==> src/rtl/fetch_stage.sv <==
// Instruction fetch front end: issues imem requests under FIFO credit and
// in-flight limits, pairs in-order responses with their PCs, and squashes on redirect.
module fetch_stage #(
    parameter logic [31:0] RESET_PC     = 32'h0000_0000,
    parameter int unsigned FIFO_DEPTH   = 8,
    parameter int unsigned MAX_INFLIGHT = 4
) (
    input  logic        clk,
    input  logic        reset_n,
    input  logic        fetch_en,
    input  logic        redirect_valid,
    input  logic [31:0] redirect_pc,
    output logic        imem_req_valid,
    output logic [31:0] imem_req_addr,
    input  logic        imem_req_ready,
    input  logic        imem_resp_valid,
    input  logic [31:0] imem_resp_data,
    output logic        fifo_write_en,
    output logic [63:0] fifo_write_data,
    input  logic        fifo_pop,
    output logic        fifo_flush
);
    localparam int unsigned CW = $clog2(FIFO_DEPTH) + 1;
    localparam int unsigned PW = (MAX_INFLIGHT > 1) ? $clog2(MAX_INFLIGHT) : 1;
    localparam int unsigned NW = $clog2(MAX_INFLIGHT + 1);
    localparam int          FD = int'(FIFO_DEPTH);
    localparam logic [PW-1:0] LAST = PW'(MAX_INFLIGHT - 1);

    logic [31:0]             pc_q;
    logic [CW-1:0]           credit_q;
    logic [CW-1:0]           credit_d;
    logic [NW-1:0]           count_q;
    logic [NW-1:0]           remain;
    logic [PW-1:0]           head_q;
    logic [PW-1:0]           tail_q;
    logic [31:0]             q_pc [MAX_INFLIGHT];
    logic [MAX_INFLIGHT-1:0] q_stale;
    logic                    issue;
    logic                    resp;
    logic                    accept;
    logic                    discard;
    int                      credit_sum;

    function automatic logic [PW-1:0] ptr_inc(input logic [PW-1:0] p);
        return (p == LAST) ? '0 : p + PW'(1);
    endfunction

    assign imem_req_valid = reset_n && fetch_en && !redirect_valid &&
                            (credit_q != '0) && (count_q < NW'(MAX_INFLIGHT));
    assign imem_req_addr  = pc_q;
    assign issue          = imem_req_valid && imem_req_ready;

    // Responses with nothing outstanding are strays (e.g. after reset) and are dropped.
    assign resp    = imem_resp_valid && (count_q != '0);
    assign accept  = resp && !q_stale[head_q] && !redirect_valid;
    assign discard = resp && !accept;
    assign remain  = count_q - NW'(resp);

    assign fifo_write_en   = accept;
    assign fifo_write_data = {q_pc[head_q], imem_resp_data};
    assign fifo_flush      = reset_n && redirect_valid;

    // A redirect flushes the FIFO, so only the surviving in-flight slots stay reserved.
    always_comb begin
        credit_sum = int'(credit_q) - int'(issue) + int'(discard) +
                     int'(fifo_pop && !redirect_valid);
        if (redirect_valid) credit_sum = FD - int'(remain);
        if (credit_sum > FD) credit_sum = FD;
        if (credit_sum < 0)  credit_sum = 0;
        credit_d = CW'(credit_sum);
    end

    always_ff @(posedge clk or negedge reset_n) begin
        if (!reset_n) begin
            pc_q     <= RESET_PC;
            credit_q <= CW'(FIFO_DEPTH);
            count_q  <= '0;
            head_q   <= '0;
            tail_q   <= '0;
            q_stale  <= '0;
            for (int unsigned i = 0; i < MAX_INFLIGHT; i++) q_pc[i] <= '0;
        end else begin
            credit_q <= credit_d;
            if (issue) begin
                q_pc[tail_q]    <= pc_q;
                q_stale[tail_q] <= 1'b0;
                tail_q          <= ptr_inc(tail_q);
                pc_q            <= pc_q + 32'd4;
            end
            if (resp) head_q <= ptr_inc(head_q);
            if (issue && !resp)      count_q <= count_q + NW'(1);
            else if (!issue && resp) count_q <= count_q - NW'(1);
            if (redirect_valid) begin
                pc_q    <= {redirect_pc[31:2], 2'b00};
                q_stale <= '1;
            end
        end
    end
endmodule

==> config.mk <==
export PLATFORM = sky130hd
export DESIGN_NAME = fetch_stage
export DESIGN_NICKNAME = d
export VERILOG_FILES = /design/src/rtl/fetch_stage.sv
export SDC_FILE = /design/constraint.sdc
export NUM_CORES = 1
export LEC_CHECK = 0
export ABC_AREA = 1
export BUFFER_PORTS_ARGS = -buffer_cell sky130_fd_sc_hd__buf_2
export CORE_MARGIN = 1.5
export CORE_UTILIZATION = 56
export DETAILED_ROUTE_END_ITERATION = 16
export GPL_ROUTABILITY_DRIVEN = 0
export PLACE_DENSITY = 0.81
export SLEW_MARGIN = 40
export SYNTH_ARGS = -nofsm -noshare
export SYNTH_HDL_FRONTEND = slang
export SYNTH_SLANG_ARGS = --single-unit
==> constraint.sdc <==
create_clock -name clk -period 3.1 [get_ports clk]
set_input_delay 0.62 -clock clk [delete_from_list [all_inputs] [get_ports clk]]
set_output_delay 0.62 -clock clk [all_outputs]
set_load 0.005 [all_outputs]
==> run summary <==
Status: complete, no violations
Crit-path max FO: 4
# nets final: 1258
Fmax: 385.1 MHz
Dpl ws: 0.1880 ns
Clock Path Buffers: 2
Max rail drop VDD: 0.4981 mV
TNS Setup: 0 ns
Final Slew Violations: 0
Most frequent cells in the layout: nand2_1, dfrtp_1, o21ai_1
Clock tree root buffer cell: clkbuf_16
Fin crit share: 0.8376
Antenna cells: 0
Number of global-route vias before repair: 6980
Num CTS Buffers: 17
CP required: 3.46 ns
Most common cell after layout, fill and taps aside: nand2_1
Drt wl/cell: 16.05 um
Critical path startpoint category: flip-flop
Final wirelength: 22.03 mm
Max-slew headroom: 0.5175
Boundary pin count: 170
Worst Path Arrival: 2.95 ns
Placed inst area: 8982 um^2
IO Port Bufs: 99
Die Ht: 128.0 um
Synth warn: 0
Clk pin slew, worst setup/hold paths: 0.07 ns
Via count: 7733
# rows: 45
Synth Register Bits: 165
RSZ-0062 raised after global routing: false
Global route overflow: 0
Hold Violations, Final: 0
CTS sink cnt: 165
Die width: 128.0 um
Layout fillers: 1332
Total core area: 15200 um^2
# H-tree levels: 4
DP HPWL: 14.41 mm
Final Critical Period: 2.596 ns
Post-route ant nets: 0
CTS tree: yes
Final instance area: 9597 um^2
Clk_lat worst skew: 0.43 ns
DRT iter0 DRCs: 814
Syn avg cell area: 7.756 um^2
GRT Util Overall: 0.2812
Drt pass-1 iters: 5
Max Cap Violations: 0
Post-CTS setup buffer count: 0
Power density cells: 826.6 nW/um^2
Post-synthesis sequential area ratio: 0.4721
Setup violators final: 0
Worst setup EP type: flip-flop
Post-CTS Resized: 0
Worst Skew: 0.009351 ns
Slack of the critical path: 0.5036 ns
Cells after Synth: 1128
Worst hold path type: in2async
Share of cells above drive strength 1: 0.1342
Largest net degree at the start of global routing: 166
Critical setup path kind: reg2reg
DRC viols: 0
First-pass GRT wire length: 35.60 mm
Worst Max-Slew Pin Slew: 0.7238 ns
Yosys cell types: 36
Design Power: 0.007932 W
LEAKAGE: 4.790 nW
Via/cell ratio: 5.632
Hold Buf Count CTS: 0
Area delta synth->final: 9.697%
Die ar.: 16380 um^2
Initial Util: 0.5755
Cell Area, Synth: 8748 um^2
Initial antenna violation count: 0
-- synthesized netlist by cell type (all sizes together) --
library cell / n / share of area
nand2: 328 / 0.14
o211ai: 7 / 0.0060
fa: 2 / 0.0046
dfrtp: 164 / 0.47
nand3b: 1 / 0.00086
xor2: 9 / 0.0090
ha: 13 / 0.019
nor2: 118 / 0.051
nor4: 1 / 0.00072
nand4: 6 / 0.0043
a21oi: 4 / 0.0027
o31ai: 1 / 0.00086
nand3: 54 / 0.031
o21ai: 202 / 0.12
dfstp: 1 / 0.0030
inv: 81 / 0.035
nor3: 10 / 0.0057
conb: 1 / 0.00043
o22ai: 30 / 0.021
clkbuf: 19 / 0.0082
buf: 72 / 0.063
a21boi: 1 / 0.00086
clkinv: 2 / 0.0014
xnor2: 1 / 0.0010
-- final timing paths --
kind | to | from | slack, ns | cells after the start
max | credit_q[3] | credit_q[2] | 0.50 | 13
min | imem_req_addr[22] | reset_n | 0.18 | 2
max reg2reg | credit_q[3] | credit_q[2] | 0.50 | 13
min reg2reg | q_stale[2] | q_stale[2] | 0.47 | 2
max in group asynchronous | q_pc[24] | reset_n | 2.08 | 3
min in group clk | imem_req_addr[4] | redirect_pc[4] | 0.43 | 3
-- area by class of cell --
class	instances	area, um^2	area share
Sequential cell	165	4131	0.4305
Multi-Input combinational cell	792	3687	0.3842
Inverter	83	316.6	0.03299
Clock buffer	19	442.9	0.04615
Clock inverter	13	143.9	0.01499
Timing Repair Buffer	113	639.4	0.06662
Tap cell	188	235.2	0.02451
-- per-layer routing --
metal	part of all wire	track usage	wire, um
met1	0.44	0.3946	9594
met2	0.47	0.4393	10340
met3	0.073	0.05718	1604
met4	0.022	0.09650	495
met5	0	0	0
-- power by group --
part / switching [W] / internal, W
logic: 0.00164 / 0.00105
clock network: 0.000898 / 0.00122
registers: 0.000397 / 0.00273
-- sequential cells by signal, summed over array words and instances (netlist names) --
register / cells
imem_req_addr: 30
head_q: 2
count_q: 3
q_stale: 4
tail_q: 2
credit_q: 4
q_pc: 120
-- critical path, stage by stage (launching register included) --
cell and delay (ns):
dfrtp_1 0.41, nor2_1 0.24, a21oi_2 0.11, nand2_2 0.10
clkinv_4 0.06, ha_1 0.27, inv_1 0.05, fa_1 0.47
ha_1 0.22, nand3_1 0.11, inv_1 0.06, nand3_1 0.07
nand3_1 0.15, a21boi_0 0.20
-- logic make-up (layout without fill, tap and decap cells) --
kind of cell,count (synthesis),count (layout),share of synthesized area
other cells,1,4,0.0004287
xor+xnor,10,10,0.01001
buf+inv,174,228,0.1077
simple gates,518,518,0.2387
flops,165,165,0.4721
compound gates,245,245,0.1479
fa+ha+maj,15,15,0.02317
-- metrics by stage --
stage | utilization | cells | hold slack (ns)
after floorplan | - | 1131 | 0.3244
after global placement | 0.5909 | 1340 | 0.4513
after detailed placement | 0.5909 | 1340 | 0.4547
after CTS | 0.6295 | 1372 | 0.4214
after global routing | 0.6313 | 1373 | 0.2088
final | 0.6313 | 1373 | 0.1842
Power figures use the tool's default switching activity.
